--- src/rtl/crc_pkg.sv ---
// Shared definitions for the CRC request scheduler and its engine.
`ifndef DATA_LENGTH
`define DATA_LENGTH 8
`endif
`ifndef CRC_LENGTH
`define CRC_LENGTH 8
`endif

package crc_pkg;

  localparam int unsigned DATA_LENGTH = `DATA_LENGTH;
  localparam int unsigned CRC_LENGTH  = `CRC_LENGTH;
  localparam logic [CRC_LENGTH-1:0] CRC_POLY = CRC_LENGTH'(8'h07);

  typedef enum logic [1:0] {
    IDLE = 2'd0,
    LOAD = 2'd1,
    RUN  = 2'd2,
    RESP = 2'd3
  } sched_state_e;

endpackage

--- src/rtl/crc_req_sched_rr_arbiter.sv ---
// Round-robin arbiter: grants the first request at or after ptr, wrapping.
module rr_arbiter #(
  parameter int unsigned NUM_REQ = 4,
  parameter int unsigned IW      = $clog2(NUM_REQ)
) (
  input  logic [NUM_REQ-1:0] req,
  input  logic [IW-1:0]      ptr,
  output logic [NUM_REQ-1:0] gnt,
  output logic [IW-1:0]      idx,
  output logic               any
);

  // Scan NUM_REQ positions starting at ptr; first hit wins.
  always_comb begin : arb_c
    int unsigned j;
    gnt = '0;
    idx = '0;
    any = 1'b0;
    j   = 0;
    for (int unsigned i = 0; i < NUM_REQ; i++) begin
      j = 32'(ptr) + i;
      if (j >= NUM_REQ) j = j - NUM_REQ;
      if (!any && req[IW'(j)]) begin
        any          = 1'b1;
        gnt[IW'(j)]  = 1'b1;
        idx          = IW'(j);
      end
    end
  end

endmodule

--- src/rtl/crc_req_sched.sv ---
// Shares one bit-serial CRC engine between NUM_REQ requesters, round-robin,
// with a watchdog that answers with an error when the engine never finishes.
module crc_req_sched #(
  parameter int unsigned NUM_REQ     = 4,
  parameter int unsigned DATA_LENGTH = crc_pkg::DATA_LENGTH,
  parameter int unsigned CRC_LENGTH  = crc_pkg::CRC_LENGTH,
  parameter int unsigned TMO_MARGIN  = 4
) (
  input  logic                             clk,
  input  logic                             rst,
  input  logic [NUM_REQ-1:0]               req_vld,
  input  logic [NUM_REQ*DATA_LENGTH-1:0]   req_data,
  output logic [NUM_REQ-1:0]               req_rdy,
  output logic                             eng_start,
  output logic [DATA_LENGTH-1:0]           eng_data,
  input  logic                             eng_vld,
  input  logic [CRC_LENGTH-1:0]            eng_crc,
  output logic                             resp_vld,
  input  logic                             resp_rdy,
  output logic [$clog2(NUM_REQ)-1:0]       resp_id,
  output logic [CRC_LENGTH-1:0]            resp_crc,
  output logic [DATA_LENGTH-1:0]           resp_data,
  output logic                             resp_err,
  output logic                             busy
);

  import crc_pkg::*;

  localparam int unsigned IW        = $clog2(NUM_REQ);
  localparam int unsigned CW        = $clog2(DATA_LENGTH + TMO_MARGIN + 3);
  localparam int unsigned TMO_LIMIT = DATA_LENGTH + 1 + TMO_MARGIN;
  localparam logic [CW-1:0] CNT_MAX = '1;

  sched_state_e           state;
  logic [IW-1:0]          ptr;
  logic [CW-1:0]          tmo_cnt;
  logic [CW-1:0]          tmo_cnt_inc_c;
  logic [NUM_REQ-1:0]     gnt_c;
  logic [IW-1:0]          gnt_idx_c;
  logic                   gnt_any_c;
  logic [DATA_LENGTH-1:0] sel_data_c;

  rr_arbiter #(
    .NUM_REQ (NUM_REQ),
    .IW      (IW)
  ) u_arb (
    .req (req_vld),
    .ptr (ptr),
    .gnt (gnt_c),
    .idx (gnt_idx_c),
    .any (gnt_any_c)
  );

  // Accept strobe is only meaningful in IDLE; forced low while in reset.
  assign req_rdy = (state == IDLE && !rst) ? gnt_c : '0;

  // Payload slice of the winning requester.
  always_comb begin
    sel_data_c = '0;
    for (int unsigned i = 0; i < NUM_REQ; i++) begin
      if (gnt_idx_c == IW'(i)) sel_data_c = req_data[i*DATA_LENGTH +: DATA_LENGTH];
    end
  end

  // Saturating watchdog increment; never wraps back to zero.
  always_comb begin
    tmo_cnt_inc_c = (tmo_cnt == CNT_MAX) ? tmo_cnt : tmo_cnt + CW'(1);
  end

  // Scheduler FSM with capture registers and watchdog.
  always_ff @(posedge clk or posedge rst) begin
    if (rst) begin
      state     <= IDLE;
      ptr       <= '0;
      tmo_cnt   <= '0;
      eng_start <= 1'b0;
      eng_data  <= '0;
      resp_vld  <= 1'b0;
      resp_id   <= '0;
      resp_crc  <= '0;
      resp_data <= '0;
      resp_err  <= 1'b0;
      busy      <= 1'b0;
    end else begin
      case (state)
        IDLE: begin
          if (gnt_any_c) begin
            eng_data  <= sel_data_c;
            resp_id   <= gnt_idx_c;
            eng_start <= 1'b1;
            busy      <= 1'b1;
            state     <= LOAD;
          end
        end
        LOAD: begin
          eng_start <= 1'b0;
          tmo_cnt   <= '0;
          state     <= RUN;
        end
        RUN: begin
          tmo_cnt <= tmo_cnt_inc_c;
          // A done pulse wins over a coincident timeout.
          if (eng_vld) begin
            resp_crc  <= eng_crc;
            resp_err  <= 1'b0;
            resp_data <= eng_data;
            resp_vld  <= 1'b1;
            state     <= RESP;
          end else if (tmo_cnt_inc_c == CW'(TMO_LIMIT)) begin
            resp_crc  <= '0;
            resp_err  <= 1'b1;
            resp_data <= eng_data;
            resp_vld  <= 1'b1;
            state     <= RESP;
          end
        end
        RESP: begin
          if (resp_rdy) begin
            resp_vld <= 1'b0;
            busy     <= 1'b0;
            ptr      <= (resp_id == IW'(NUM_REQ - 1)) ? '0 : resp_id + IW'(1);
            state    <= IDLE;
          end
        end
        default: state <= IDLE;
      endcase
    end
  end

endmodule

--- config.mk ---
export PLATFORM = sky130hd
export DESIGN_NAME = crc_req_sched
export DESIGN_NICKNAME = d
export VERILOG_FILES = /design/src/rtl/crc_pkg.sv /design/src/rtl/crc_req_sched_rr_arbiter.sv /design/src/rtl/crc_req_sched.sv
export SDC_FILE = /design/constraint.sdc
export NUM_CORES = 1
export LEC_CHECK = 0
export ABC_AREA = 1
export BUFFER_PORTS_ARGS = -buffer_cell sky130_fd_sc_hd__buf_2
export CAP_MARGIN = 20
export CORE_MARGIN = 4
export CORE_UTILIZATION = 38
export DETAILED_ROUTE_END_ITERATION = 8
export GPL_TIMING_DRIVEN = 0
export PLACE_DENSITY_LB_ADDON = 0.2
export SETUP_SLACK_MARGIN = 0.2
export SYNTH_ARGS = -nofsm -noshare
export SYNTH_HDL_FRONTEND = slang
export SYNTH_HIERARCHICAL = 1
export SYNTH_SLANG_ARGS = --single-unit
--- constraint.sdc ---
create_clock -name clk -period 4.8 [get_ports clk]
set_input_delay 0.48 -clock clk [delete_from_list [all_inputs] [get_ports clk]]
set_output_delay 0.48 -clock clk [all_outputs]
set_load 0.02 [all_outputs]
==> reports/qor.csv <==
stage,metric,value,unit
logic_synthesis,post_synth.cell_area_avg,7.570,µm²
logic_synthesis,post_synth_and_or_nand_nor_area_fraction,34.98,%
floorplanning,die_area,0.007651,mm²
logic_synthesis,postSynthCellCount,317,
hold_path,path_type_of_the_worst_min_delay_path,in2async,
cells_and_area,layout.cells.most_common_list,"sky130_fd_sc_hd__nand2_1 (91), sky130_fd_sc_hd__buf_2 (80), sky130_fd_sc_hd__nand3_1 (43)",
detailed_routing,drt.antenna.violating_nets,0,
logic_synthesis,ys_types,29,
logic_synthesis,register_area_share_after_synthesis,39.62,%
floorplanning,die_height,87.47,µm
cells_and_area,antenna_cells_inserted,0,
global_routing,grtUsageTotal,16.01,%
cts,clkLatencyLatePin,0.28,ns
critical_path,cp_slowest_cell,sky130_fd_sc_hd__dfrtp_1,
critical_path,worst_setup_path_end_kind,flop,
cells_and_area,fin_nets,463,
detailed_routing,route.detailed.drc,0,
cells_and_area,post_route_cells_drive_above_1_share,28.96,%
global_routing,grt_antenna_before_repair,0,
placement,place.gp.congestion,0.8102,
cts,postCtsResizedCells,0,
critical_path,worst_path_largest_cell_delay,0.56,ns
sta,min_period_over_period,66.86,%
critical_path,critical_path_launch_point_type,flop,
logic_synthesis,synth_top_family_by_area,simple AND/OR/NAND/NOR gates,
placement,post_dp_cell_area,0.002894,mm²
logic_synthesis,synth_adder_area_share,5.735,%
global_routing,grt_first_pass_wirelength,9929,µm
cts,cts.reportedPaths.clkPinSlew,0.07,ns
global_routing,grt_pass1_vias,2232,
critical_path,worst_path_most_repeated_cell,sky130_fd_sc_hd__nand3_1,
floorplanning,die_w,87.47,µm
logic_synthesis,synthXorXnorAreaFrac,0,%
detailed_routing,via_count,2343,
sta,grt_setup_unrepaired,no,
cts,ctsHtreeMaxLevel,2,
detailed_routing,total_routed_wirelength,5952,µm
logic_synthesis,synth_compound_area_share,11.11,%
cts,clkSinkCount,38,
floorplanning,count_of_standard_cell_rows,28,
cts,cts_tree,done,
cts,clk_root_buffer_cell,sky130_fd_sc_hd__clkbuf_8,
logic_synthesis,synth.ff_latch_count,38,
sta,setup_viol,0,
power,total_leakage_power,1.633,nW
sta,slew_headroom,46.68,%
sta,worst_clock_skew,0.001873,ns
floorplanning,num_io_pins,82,
sta,finalSetupTns,0,ns
placement,place.detailed.hpwl,4677,µm
flow_run,cap_viol_max_count,0,
logic_synthesis,synth_warnings,6,
detailed_routing,dr.pass1.iters,4,
critical_path,path_buf_inv,3,
critical_path,crit_fanout,10,
sta,minimum_clock_period_after_layout,3.209,ns
cts,postCtsSetupBuffers,0,
cells_and_area,finish.instance_area,0.002973,mm²
status,run_status,"complete, no violations",
detailed_routing,drt_wl_cell,12.43,µm
floorplanning,initial_core_util,39.83,%
placement,port_buffers,80,
detailed_routing,initialDrtViolationCount,83,
cells_and_area,areaGrowthSynthToFinish,23.88,%
critical_path,path_cells,inv_2 > ha_1 > inv_1 > nand3_1 > nand2_1 > nor2_1 > a21oi_1 > nand3_1 > clkinv_1 > nor2_1 > nand2_1 > nand3_1 > o211ai_1 > o21ai_0,
detailed_routing,avgViaCountPerCell,4.891,
logic_synthesis,muxShareOfSynthArea,0.4692,%
critical_path,worst-endpoint-required,5.01,ns
floorplanning,core-area,0.006026,mm²
sta,fmaxAchievable,0.3116,GHz
power,ir_drop,0.5859,mV
cts,cts-hold-fix-buffers,0,
critical_path,path_delay_family,simple AND/OR/NAND/NOR gates,
cts,cts_made_buffers,5,
cts,ctsLongestPathBuffers,2,
global_routing,globalRoute.totalOverflow,0,
sta,finalMaxSlewViolations,0,
critical_path,critical_path_class,reg2reg,
global_routing,grt_start_max_net_pins,40,
cells_and_area,most_frequent_standard_cell_in_the_layout_excluding_fill_and_tap_cells,sky130_fd_sc_hd__nand2_1,
sta,hold_viol,0,
sta,tightest_slew,0.7987,ns
critical_path,worst-endpoint-arrival,3.42,ns
logic_synthesis,postSynthNetCount,376,
logic_synthesis,syn_area,0.002400,mm²
power,power_density,751.5,mW/mm²
[where the power goes]
group	switching (mW)	total [mW]	internal (mW)
combinational	0.958	1.44	0.481
sequential	0.118	0.591	0.474
clock	0.107	0.204	0.0974
[state kept, by name (all words and copies together), names as in the netlist]
name and count:
resp_data 8, resp_vld 1, resp_crc 8, ptr 2, resp_err 1, state 2, tmo_cnt 4, eng_data 8
resp_id 2, busy 1, eng_start 1
[cells by family after synthesis]
family,after synthesis
flops,38
buf+inv,42
fa+ha+maj,11
simple gates,181
compound gates,44
mux,1
[metrics by stage]
| stage | instances | hold slack [ns] | util [%] | total power [mW] | setup slack (ns) |
|---|---|---|---|---|---|
| floorplan | 317 | 0.4906 | - | 1.641 | 2.282 |
| global placement | 472 | 0.4486 | 48.03 | 2.019 | 1.626 |
| detailed placement | 472 | 0.4574 | 48.03 | 2.043 | 1.593 |
| CTS | 479 | 0.3643 | 49.34 | 2.252 | 1.582 |
| global route | 479 | 0.4147 | 49.34 | 2.468 | 1.179 |
| finish | 479 | 0.3451 | 49.34 | 2.234 | 1.591 |
[worst reg2reg max path, delay by kind of cell, from the launching register on]
kind / cells / cell delay [ns]
buffers and inverters: 3 / 0.54
AOI/OAI and AO/OA: 3 / 0.33
and+or+nand+nor: 7 / 1.31
DFF: 1 / 0.56
adders and majority gates: 1 / 0.39
[layout make-up]
type / count / area [µm²]
plain buffers: 8 / 66.31
clock buffers: 5 / 68.82
clock inverters: 2 / 10.01
fillers: 635 / 3053
inverters: 34 / 127.6
multi-input cells: 237 / 1255
flip-flops and latches: 38 / 950.9
well taps: 75 / 93.84
repair buffers: 80 / 400.4
[final timing paths]
kind                               from           end  slack [ns]  cells past startpoint
max                              ptr[0]   eng_data[2]        1.59                     14
min                                 rst  resp_data[2]        0.35                      2
max reg2reg                      ptr[0]   eng_data[2]        1.59                     14
min reg2reg                resp_data[7]  resp_data[7]        0.47                      2
max in group asynchronous           rst      state[0]        3.95                      2
min in group clk             eng_crc[5]   resp_crc[5]        0.42                      3
[cell usage after synthesis]
| cell type | number | area share [%] |
|---|---|---|
| sky130_fd_sc_hd__nand3_2 | 2 | 0.83 |
| sky130_fd_sc_hd__a211oi_1 | 2 | 0.63 |
| sky130_fd_sc_hd__clkinv_1 | 1 | 0.16 |
| sky130_fd_sc_hd__a31oi_1 | 5 | 1.3 |
| sky130_fd_sc_hd__a21boi_0 | 4 | 1.3 |
| sky130_fd_sc_hd__dfrtp_1 | 38 | 40 |
| sky130_fd_sc_hd__clkbuf_1 | 2 | 0.31 |
| sky130_fd_sc_hd__nand2_2 | 11 | 2.9 |
| sky130_fd_sc_hd__mux2_2 | 1 | 0.47 |
| sky130_fd_sc_hd__ha_1 | 11 | 5.7 |
| sky130_fd_sc_hd__nand2_4 | 3 | 1.4 |
| sky130_fd_sc_hd__clkbuf_8 | 1 | 0.57 |
| sky130_fd_sc_hd__buf_4 | 1 | 0.31 |
| sky130_fd_sc_hd__nand4_1 | 9 | 2.3 |
| sky130_fd_sc_hd__nand3_4 | 1 | 0.73 |
| sky130_fd_sc_hd__buf_6 | 3 | 1.4 |
| sky130_fd_sc_hd__inv_2 | 1 | 0.16 |
| sky130_fd_sc_hd__o21ai_2 | 4 | 1.5 |
| sky130_fd_sc_hd__o21ai_0 | 9 | 1.9 |
| sky130_fd_sc_hd__nor2_1 | 20 | 3.1 |
| sky130_fd_sc_hd__nand3_1 | 43 | 9.0 |
| sky130_fd_sc_hd__nor2_4 | 1 | 0.47 |
| sky130_fd_sc_hd__o31ai_1 | 1 | 0.31 |
| sky130_fd_sc_hd__o211ai_1 | 1 | 0.31 |
| sky130_fd_sc_hd__a21oi_1 | 14 | 2.9 |
| sky130_fd_sc_hd__inv_1 | 32 | 5.0 |
| sky130_fd_sc_hd__o22ai_1 | 4 | 1.0 |
| sky130_fd_sc_hd__buf_1 | 1 | 0.16 |
| sky130_fd_sc_hd__nand2_1 | 91 | 14 |
[routing by layer]
metal / part of all wire [%] / track usage (%) / vias up
li1: - / - / 1219
met1: 47 / 21.00 / 1060
met2: 48 / 26.71 / 62
met3: 5.1 / 3.595 / 2
met4: 0.29 / 3.905 / 0
met5: 0 / 0 / -
Note: power is estimated with default switching activity, not from simulation.
